[config.mk]
export PLATFORM = sky130hd
export DESIGN_NAME = score_window_buffer
export DESIGN_NICKNAME = d
export VERILOG_FILES = /design/src/rtl/score_buf_pkg.sv /design/src/rtl/score_shift_lane.sv /design/src/rtl/score_window_buffer.sv
export SDC_FILE = /design/constraint.sdc
export NUM_CORES = 1
export LEC_CHECK = 0
export ABC_AREA = 1
export CORE_MARGIN = 2
export CORE_UTILIZATION = 50
export CTS_BUF_LIST = sky130_fd_sc_hd__clkbuf_4
export DETAILED_ROUTE_END_ITERATION = 16
export PLACE_DENSITY_LB_ADDON = 0.1
export SLEW_MARGIN = 10
export SYNTH_ARGS = -nofsm -noshare
export SYNTH_HDL_FRONTEND = slang
export SYNTH_SLANG_ARGS = --single-unit
export TNS_END_PERCENT = 5
[constraint.sdc]
create_clock -name clk -period 2.6 [get_ports clk]
set_input_delay 0.65 -clock clk [delete_from_list [all_inputs] [get_ports clk]]
set_output_delay 0.65 -clock clk [all_outputs]
set_load 0.01 [all_outputs]
[src/rtl/score_buf_pkg.sv]
// Shared constants, mode encoding and sizing helper for the scoring-path window buffer.
package score_buf_pkg;

  localparam int SCORE_DATA_W   = 8;
  localparam int SCORE_DEPTH    = 5;
  localparam int SCORE_CHANNELS = 2;

  typedef enum logic {
    MODE_SLIDE = 1'b0,
    MODE_BLOCK = 1'b1
  } mode_e;

  // Width needed to count 0..depth points inclusive.
  function automatic int fill_w(input int depth);
    return $clog2(depth + 1);
  endfunction

endpackage

[src/rtl/score_shift_lane.sv]
// One channel's DEPTH-deep sample shift register; element 0 holds the newest point.
module score_shift_lane #(
  parameter int DATA_W = 8,
  parameter int DEPTH  = 5
) (
  input  logic                    clk,
  input  logic                    clear,
  input  logic                    shift_en,
  input  logic [DATA_W-1:0]       din,
  output logic [DEPTH*DATA_W-1:0] contents
);

  logic [DEPTH*DATA_W-1:0] sr;
  logic [DEPTH*DATA_W-1:0] sr_shifted;

  assign sr_shifted = {sr[(DEPTH-1)*DATA_W-1:0], din};

  // contents shows the lane as it will stand after this edge, so the top can
  // snapshot a window in the same cycle its final point arrives.
  assign contents = shift_en ? sr_shifted : sr;

  // NOTE: this storage is cleared on reset because it is observable through the window snapshot.
  always_ff @(posedge clk) begin
    if (clear) begin
      sr <= '0;
    end else if (shift_en) begin
      // NOTE: non-blocking assignments make every flop load from pre-edge values.
      sr <= sr_shifted;
    end
  end

endmodule

[src/rtl/score_window_buffer.sv]
// Collects CHANNELS parallel sample streams into DEPTH-point windows and hands
// registered snapshots downstream with valid/ready, in sliding or block mode.
module score_window_buffer
  import score_buf_pkg::*;
#(
  parameter int DATA_W   = SCORE_DATA_W,
  parameter int DEPTH    = SCORE_DEPTH,
  parameter int CHANNELS = SCORE_CHANNELS
) (
  input  logic                                clk,
  input  logic                                rst,
  input  logic                                cal_point_rdy,
  input  logic [CHANNELS*DATA_W-1:0]          data_in_all,
  input  logic                                mode,
  input  logic                                flush,
  input  logic                                win_ready,
  output logic                                win_valid,
  output logic [CHANNELS*DEPTH*DATA_W-1:0]    win_data_all,
  output logic [fill_w(DEPTH)-1:0]            fill_cnt,
  output logic                                overflow
);

  localparam int FW     = fill_w(DEPTH);
  localparam int LANE_W = DEPTH * DATA_W;
  localparam logic [FW-1:0] FULL = FW'(DEPTH);
  localparam logic [FW-1:0] LAST = FW'(DEPTH - 1);

  logic                         accept;
  logic                         win_evt;
  mode_e                        mode_q;
  mode_e                        eff_mode;
  logic [FW-1:0]                fill_d;
  logic [CHANNELS*LANE_W-1:0]   window_d;

  for (genvar c = 0; c < CHANNELS; c++) begin : g_lane
    score_shift_lane #(
      .DATA_W (DATA_W),
      .DEPTH  (DEPTH)
    ) u_lane (
      .clk      (clk),
      .clear    (rst),
      .shift_en (accept),
      .din      (data_in_all[c*DATA_W +: DATA_W]),
      .contents (window_d[c*LANE_W +: LANE_W])
    );
  end

  // A window's mode is fixed by its first point; later mode changes wait for an empty window.
  always_comb begin
    // NOTE: every combinational output gets a default first so no latch is inferred.
    accept   = cal_point_rdy && !flush;
    eff_mode = (fill_cnt == '0) ? mode_e'(mode) : mode_q;
    win_evt  = accept && (fill_cnt >= LAST);
    fill_d   = fill_cnt;
    if (accept) begin
      if (win_evt) fill_d = (eff_mode == MODE_BLOCK) ? '0 : FULL;
      else         fill_d = fill_cnt + 1'b1;
    end
  end

  always_ff @(posedge clk) begin
    if (rst) begin
      fill_cnt     <= '0;
      mode_q       <= MODE_SLIDE;
      win_valid    <= 1'b0;
      win_data_all <= '0;
      overflow     <= 1'b0;
    end else if (flush) begin
      fill_cnt  <= '0;
      win_valid <= 1'b0;
      overflow  <= 1'b0;
    end else begin
      fill_cnt <= fill_d;
      if (accept && fill_cnt == '0) mode_q <= mode_e'(mode);
      if (win_evt) begin
        // A pending, unaccepted snapshot is never overwritten; the new window is lost instead.
        if (!win_valid || win_ready) begin
          win_data_all <= window_d;
          win_valid    <= 1'b1;
        end else begin
          overflow <= 1'b1;
        end
      end else if (win_ready) begin
        win_valid <= 1'b0;
      end
    end
  end

endmodule
== After elaboration in Yosys (flattened, before gate mapping) ==
Index checks and enable logic that the tools add are counted.
Widths: inputs -> output; s select.
Cells by class
  muxes and demuxes: 8
  bitwise logic cells: 2
  $add $sub $neg: 1
  reduce and logical (&&, ||, !) cells: 13
  $lt $le $gt $ge: 1
  equal/unequal tests: 1
Operators by type and width (number)
  $mux 40: 2
  $mux 3: 2
  $reduce_and 2->1: 3
  $mux 1: 4
  $add 3x1->3 const B: 1
  $ge 3x3->1 const B: 1
  $logic_and 1x1->1: 3
  $logic_not 3->1: 1
  $reduce_and 3->1: 1
  $logic_not 1->1: 2
  $ne 2x1->1 const B: 1
  $not 1->1: 2
  $reduce_bool 2->1: 1
  $reduce_or 2->1: 1
  $logic_or 1x1->1: 1
Storage, ports and cells
  bits in registers: 166
  word-level logic and storage cells: 33
  output and inout port bits: 85
  input port bits: 22

== Depth between registers and ports, before layout ==
Gate-level depths: netlist (run 1).
  depth after elaboration: 5
  gate-level depth with buffers: 9
  mapped depth without buffers: 7

== Cells and area by module ==
From an unflattened synthesis (run 1), not the netlist that was laid out.
Unflattened totals
  cells, all modules: 1167
  area total of the unflattened synthesis: 7571.0 um^2
By module, submodules not included
  score_window_buffer: cells an instance 563, sequential area each 1721.7 um^2, area each 3907.5 um^2, instances 1
  score_shift_lane: cells an instance 302, sequential area each 800.8 um^2, area each 1831.8 um^2, instances 2

== Worst setup path before layout (run 1) ==
OpenSTA, ideal clock, no wires.
  path type: input-to-reg
  from: in flush
  to: reg win_data_all[0]
  arrival: 1.399 ns
  setup time: 0.113 ns
  stages: 8
  buffers on the path: 2
  path slack: 1.088 ns
  data required time: 2.487 ns
  path through: inv_2 -> buf_4 -> clkbuf_1 -> nand3_1 -> nand2_1 -> nand2_1 -> nand2_1 -> nor2_1
On the way
  cells in the longest elaborated chain, start to end: 4
  elaborated cells on any way between the ends: 6
  classes of those cells: 1 x mux; 1 x bitwise; 4 x reduce/logical
RTL lines
  from (decl): RTL line score_window_buffer.sv:15  | input logic flush,
  $logic_not 1->1: RTL line score_window_buffer.sv:51  | accept = cal_point_rdy && !flush;
  $logic_and 1x1->1: RTL line score_window_buffer.sv:51
  $logic_and 1x1->1: RTL line score_window_buffer.sv:53  | win_evt = accept && (fill_cnt >= LAST);
  $reduce_and 3->1 (no line)
  to (signal assigned): RTL line score_window_buffer.sv:78  | win_data_all <= window_d;
  to (decl): RTL line score_window_buffer.sv:18  | output logic [CHANNELS*DEPTH*DATA_W-1:0] win_data_all,
Parallel ways exist; a longest one is shown, timed or not.
A chain may end at the register's enable or synchronous reset.

== Worst setup path after layout (run 1) ==
  from: reg fill_cnt[0]
  to: out fill_cnt[0]
RTL lines
  from (decl): RTL line score_window_buffer.sv:19  | output logic [fill_w(DEPTH)-1:0] fill_cnt,
  from (signal assigned): RTL line score_window_buffer.sv:73  | fill_cnt <= fill_d;
No word-level cell between the ends.

==> impl_summary.log, run 1 <==
[metrics] Max-Cap Viols: 0
[metrics] highest cell delay on the worst timing path: roughly 600 ps
[metrics] worst max-slew margin expressed relative to the limit: slightly below 40%
[metrics] category of the worst setup path capture point: output pin
[metrics] CTS Buf Count: 17
[metrics] Fmax: between 400 and 500 MHz
[metrics] via-per-instance ratio: about 4.6
[metrics] area of the mapped netlist: 6710 sq um
[metrics] leakage power: between 0.003 and 0.004 uW
[metrics] site row count: 42
[metrics] min cycle time layout: roughly 2200 ps
[metrics] Critical Path Fanout Max: 4
[metrics] Layout Utilization: between 60% and 70%
[metrics] family with the most delay on the worst path: buffers and inverters
[metrics] pin count of the biggest net entering global routing: between 80 and 90
[metrics] worst path buffer plus inverter count: 1
[metrics] highest metal layer used by the detailed router: met4
[metrics] Worst Tran Pin Value: roughly 910 ps
[metrics] buffer count from post-CTS setup fixing: 0
[metrics] vias: between 5k and 6k
[metrics] fraction of power consumed by the clock network: 32.3%
[metrics] total routed wirelength: between 10 and 15 mm
[metrics] register clock-pin slew on the reported worst setup and hold paths: 120 ps
[metrics] type of element launching the critical path: flop
[metrics] DR WL met2: between 6 and 7 mm
[metrics] Worst Setup Slack post-DPL: 342 ps
[metrics] core area: between 10000 and 15000 sq um
[metrics] Worst-Skew Late Latency: ~550 ps
[metrics] Filler Cells Inserted: 1310
[metrics] total DRC errors in the routed layout: 0
[metrics] tightest hold margin: between 400 and 500 ps
[metrics] critical path, cell by cell: clkdlybuf4s50_1
[metrics] sinks on the clock net: 166
[metrics] commonest cells after routing, fill and taps aside: nand2_1, nor2_1, dfxtp_1
[metrics] overall power: approximately 4600 uW
[metrics] met1 routed wirelength after detailed routing: 7.26 mm
[metrics] number of synthesized register bits: approximately 170
[metrics] Post-Route Skew: a little under 9 ps
[metrics] number of antenna violations at the first check in global routing: 1
[metrics] synthesized instance count: ~1.0k
[metrics] DIE AREA: between 10000 and 15000 sq um
[metrics] Final Worst Setup Slack: roughly 410 ps
[metrics] cell-internal power: around 3400 uW
[metrics] H-tree levels: 4
[metrics] status: complete, no violations
[metrics] critical path class: flop to output pin
[metrics] global-route usage over all layers: about a fifth
[metrics] share of layout cells above drive strength 1: under 10%
[metrics] TritonCTS clock tree: done
[metrics] most common cell after layout, fill and taps aside: nand2_1
[metrics] summed negative setup slack over all endpoints: 0 ps
[metrics] sequential area share after synthesis: 49.5%
[metrics] YS warnings: 0
[metrics] global placement routability congestion: slightly below 0.8
[metrics] GRT overflow: 0
[metrics] fin crit share: a little over four fifths
[metrics] drt initial violations: about 400
[metrics] slowest cell on the critical path: clkdlybuf4s50_1
[metrics] Max VDD drop: 0.291 mV
[metrics] Req. time, crit path: roughly 2000 ps
[metrics] Avg Synthesized Cell Area: around 6.7 sq um
[metrics] switching power summed over all nets: 1160 uW
[metrics] clock buffer depth: 2
[metrics] hpwl dp: 8.82 mm
[metrics] WL per Instance: roughly 11 um
[metrics] max-slew violation total from the final report: 0
[metrics] die span in x: about 120 um
[metrics] register share of total power: between 50% and 60%
[metrics] net switching fraction of the power: 25.3%
[metrics] vias in the first global route: ~5.1k
[metrics] Final #Nets: about 1.1k
[metrics] clock tree root buffer cell: clkbuf_4
[metrics] IO buf count: approximately 110
[metrics] worst hold path class: flop to flop
[metrics] total power density per cell area: between 500 and 600 nW/um^2
[metrics] proportion of power drawn by combinational gates: between 10% and 20%
[metrics] number of optimization iterations in the first detailed-route pass: 5
[metrics] number of failing setup endpoints in the final timing report: 0
[metrics] number of placed I/O pins: between 100 and 150
[metrics] first-pass GRT wire length: 24.6 mm
[metrics] total of cells resized after clock tree synthesis: 0
[metrics] area delta synth->final: 20.4%
[metrics] Met3 Routed Length: about 840 um
[metrics] count of nets left with antenna violations after detail routing: 0
[metrics] endpoint arrival time on the critical path: 1540 ps
[metrics] vertical extent of the die: approximately 120 um
[metrics] initial cell density of the core: ~50%
[metrics] RSZ-0062 raised after global routing: no
[metrics] Final Hold Fails: 0
[metrics] syn_nets: about 1.0k
[metrics] Unique masters post-synth: 18
[metrics] hold-fix buffers at CTS: 0
-- cell usage after synthesis (all sizes together) --
library cell	number	area share, %
clkbuf	12	0.67
ha	2	0.37
a21oi	5	0.37
buf	48	4.3
o21ai	1	0.074
nand3	83	6.2
nor2	247	14
o21a	1	0.11
inv	107	6.0
dfxtp	166	50
nand2	329	18
-- routing by layer --
| layer | global-route usage [%] | up-vias |
|---|---|---|
| li1 | - | 3119 |
| met1 | 30.5 | 2512 |
| met2 | 30.6 | 149 |
| met3 | 5.09 | 18 |
| met4 | 8.16 | 0 |
| met5 | 0 | - |
-- power by group through the flow --
stage / Clock [uW] / Sequential (uW) / Combinational (uW)
after floorplan: 0 / 2700 / 332
after global placement: 0 / 2700 / 453
after detailed placement: 0 / 2700 / 455
after CTS: 1530 / 2640 / 459
after global routing: 1650 / 2650 / 533
final: 1480 / 2640 / 456
-- area by class of cell --
class | count | area (sq um) | area share, %
Timing Repair Buffer | 117 | 1210 | 15.0
Tap cell | 176 | 220 | 2.73
Inverter | 107 | 402 | 4.97
Clock inverter | 15 | 143 | 1.77
Antenna cell | 1 | 2.50 | 0.0310
Sequential cell | 166 | 3320 | 41.1
Clock buffer | 17 | 128 | 1.58
Multi-Input combinational cell | 668 | 2650 | 32.8
-- flip-flops by register name, indices dropped and copies added, names as in the netlist --
register / cells
fill_cnt: 3
overflow: 1
win_data_all: 80
g_lane.u_lane.sr: 80
win_valid: 1
mode_q: 1
-- kinds of logic (layout without fill, tap and decap cells) --
group	count (synthesis)	count (layout)	share of synthesized area, %
AND/OR/NAND/NOR	659	659	38.6
buffers and inverters	167	256	11.0
flip-flops	166	166	49.5
AO/OA/AOI/OAI	7	7	0.559
adder cells (fa/ha/maj)	2	2	0.373
other	0	1	0
-- path summary, 6_finish.rpt --
check	from	to	slack, ps	depth (start not counted)
setup / recovery	fill_cnt[0]	fill_cnt[0]	410	1
hold / removal	mode_q	fill_cnt[0]	460	1
setup reg to reg	fill_cnt[2]	win_data_all[30]	1190	6
hold reg to reg	mode_q	fill_cnt[0]	460	1
-- through the flow --
stage               instances  instance area (sq um)
floorplan                1001                   6710
finish                   1267                   8080
global route             1267                   8080
detailed placement       1234                   7810
global placement         1234                   7810
CTS                      1266                   8080
No activity file was read; power rests on OpenSTA's default activity.
==> run 2, diff against run 1 <==
- clock period: 2.6 -> 2.1 ns (I/O delays scaled with it)
==> run 2 against run 1 <==
  * Non-clock buffer count is 10 higher
  * Setup slack worse by 340 ps
  * Sequential cell count stayed put
  * Global-route usage is 0.68 points lower
  * Wire length is 1.6% lower
  * Design area is 3.1% higher
  * Clock skew is 4.4 ps higher
  * Sequential share of layout area is 1.2 points lower
  * Combinational power is 25% higher
  * Critical endpoint is now overflow
  * First-iteration DRC count is 0.26% lower
  * Largest cell class unchanged
  * Die area stayed put
  * Largest power group unchanged
  * Power is 39% higher
==> impl_summary.log, run 2 (synthesis results as in run 1) <==
[metrics] type of element launching the critical path: flop
[metrics] max-slew violation total from the final report: 0
[metrics] worst path buffer plus inverter count: 1
[metrics] clock buffer depth: 2
[metrics] pin count of the biggest net entering global routing: between 80 and 90
[metrics] H-tree levels: 4
[metrics] total routed wirelength: ~14 mm
[metrics] Max VDD drop: around 0.57 mV
[metrics] end point of the most critical hold path: fill_cnt[0]
[metrics] initial cell density of the core: about 50%
[metrics] core area: about 13000 sq um
[metrics] register clock-pin slew on the reported worst setup and hold paths: roughly 130 ps
[metrics] vertical extent of the die: about 120 um
[metrics] summed negative setup slack over all endpoints: 0 ps
[metrics] number of optimization iterations in the first detailed-route pass: 4
[metrics] number of cells traversed by the worst register-to-register path: 6
[metrics] category of the worst setup path capture point: output pin
[metrics] clock tree root buffer cell: clkbuf_4
[metrics] Placed Instances: approximately 1.2k
[metrics] highest cell delay on the worst timing path: 580 ps
[metrics] worst max-slew margin expressed relative to the limit: 65.2%
[metrics] status: complete, no violations
[metrics] Worst-Skew Late Latency: 560 ps
[metrics] fin crit share: 96.4%
[metrics] first-pass GRT wire length: approximately 24 mm
[metrics] Final Hold Fails: 0
[metrics] die span in x: ~120 um
[metrics] area delta synth->final: 24.0%
[metrics] start of the worst register-to-register path: fill_cnt[2]
[metrics] commonest cells after routing, fill and taps aside: nand2_1, nor2_1, dfxtp_1
[metrics] Post-Route Skew: roughly 13 ps
[metrics] WL per Instance: roughly 11 um
[metrics] Max-Cap Viols: 0
[metrics] setup slack of the most critical reg-to-reg path: 740 ps
[metrics] vias: between 5k and 6k
[metrics] Final #Nets: about 1.1k
[metrics] registers with the most flip-flops: g_lane.u_lane.sr (80), win_data_all (80), fill_cnt (3)
[metrics] number of failing setup endpoints in the final timing report: 0
[metrics] TritonCTS clock tree: done
[metrics] CTS Buf Count: 17
[metrics] DIE AREA: approximately 14000 sq um
[metrics] total power density per cell area: 762 nW/um^2
[metrics] overall power: 6340 uW
[metrics] buffer count from post-CTS setup fixing: 0
[metrics] site row count: 42
[metrics] total DRC errors in the routed layout: 0
[metrics] hold-fix buffers at CTS: 0
[metrics] count of placed standard cells in the final layout, fillers left out: about 1.3k
[metrics] share of layout cells above drive strength 1: approximately 5.5%
[metrics] min cycle time layout: between 2000 and 2500 ps
[metrics] global placement routability congestion: about 0.78
[metrics] number of placed I/O pins: ~110
[metrics] endpoint arrival time on the critical path: ~1500 ps
[metrics] family with the most delay on the worst path: buffers and inverters
[metrics] slowest cell on the critical path: clkdlybuf4s50_1
[metrics] number of antenna violations at the first check in global routing: 1
[metrics] vias in the first global route: a little over 5k
[metrics] critical path class: flop to output pin
[metrics] IO buf count: 106
[metrics] worst hold path class: input pin to flop
[metrics] GRT overflow: 0
[metrics] sinks on the clock net: around 170
[metrics] count of nets left with antenna violations after detail routing: 0
[metrics] via-per-instance ratio: roughly 4.6
[metrics] Filler Cells Inserted: 1257
[metrics] Req. time, crit path: roughly 1600 ps
[metrics] global-route usage over all layers: 20.5%
[metrics] Reg-to-Reg End: win_data_all[37]
[metrics] Fmax: 494 MHz
[metrics] start point of the worst hold path: cal_point_rdy
[metrics] tightest hold margin: between 300 and 400 ps
[metrics] most common cell after layout, fill and taps aside: nand2_1
[metrics] drt initial violations: 388
[metrics] hpwl dp: between 8 and 9 mm
[metrics] cell depth of the worst min-delay path: 5
[metrics] Worst Tran Pin Value: 523 ps
[metrics] critical path, cell by cell: clkdlybuf4s50_1
[metrics] leakage power: around 0.0039 uW
[metrics] Critical Path Fanout Max: 2
==> run 2: cell count changes in the layout (fill, tap and decap cells not counted), sizes merged <==
cell	delta
dlymetal6s2s	+3
clkinvlp	+2
clkinv	-7
bufinv	+5
clkdlybuf4s50	-5
dlygate4sd2	+2
buf	+10
==> run 2: cell type report <==
type	instances	area [sq um]	share of cell area, %
Antenna cell	1	2.50	0.0301
Tap cell	176	220	2.65
Inverter	107	402	4.82
Sequential cell	166	3330	39.9
Multi-Input combinational cell	668	2650	31.9
Clock inverter	15	282	3.38
Timing Repair Buffer	127	1310	15.8
Clock buffer	17	128	1.53
==> run 2: what timing repair did <==
action,4_1_cts,5_1_grt
gates cloned,0,0
endpoints found under the hold margin,0,0
resized for setup,4,3
setup endpoints to repair,4,3
==> run 2: per-stage QoR <==
step	worst slack (ps)	utilization [%]	area, sq um
2_1_floorplan	713	-	6710
3_3_place_gp	43.1	59.9	7910
3_5_place_dp	-8.25	59.9	7910
4_1_cts	16.8	63.0	8320
5_1_grt	-0.212	63.1	8330
6_report	74.7	63.1	8330
==> run 2: tightest hold or removal path, stage by stage <==
cell     delay (ps)
buf_2           130
inv_1            80
a21oi_1          70
nand2_1          50
a21oi_1          30
==> run 2: worst max path at each step <==
stage,from,end,cells past startpoint
after CTS,win_data_all[51],win_data_all[51],1
after floorplan,flush,win_data_all[0],8
after detailed placement,flush,win_data_all[37],8
after global placement,flush,win_data_all[56],9
after global routing,overflow,overflow,1
final,overflow,overflow,1
==> run 2: power by group <==
group          total, uW  switching [uW]  internal [uW]
clock               2500            1090           1410
sequential          3270            23.9           3250
combinational        571             367            204
==> run 2: per-layer routing <==
layer	global-route usage, %	part of all wire [%]	vias to the layer above
met5	0	0	-
met4	7.79	1.7	0
met1	29.9	53	2567
li1	-	-	3140
met2	29.1	41	103
met3	5.18	4.1	21
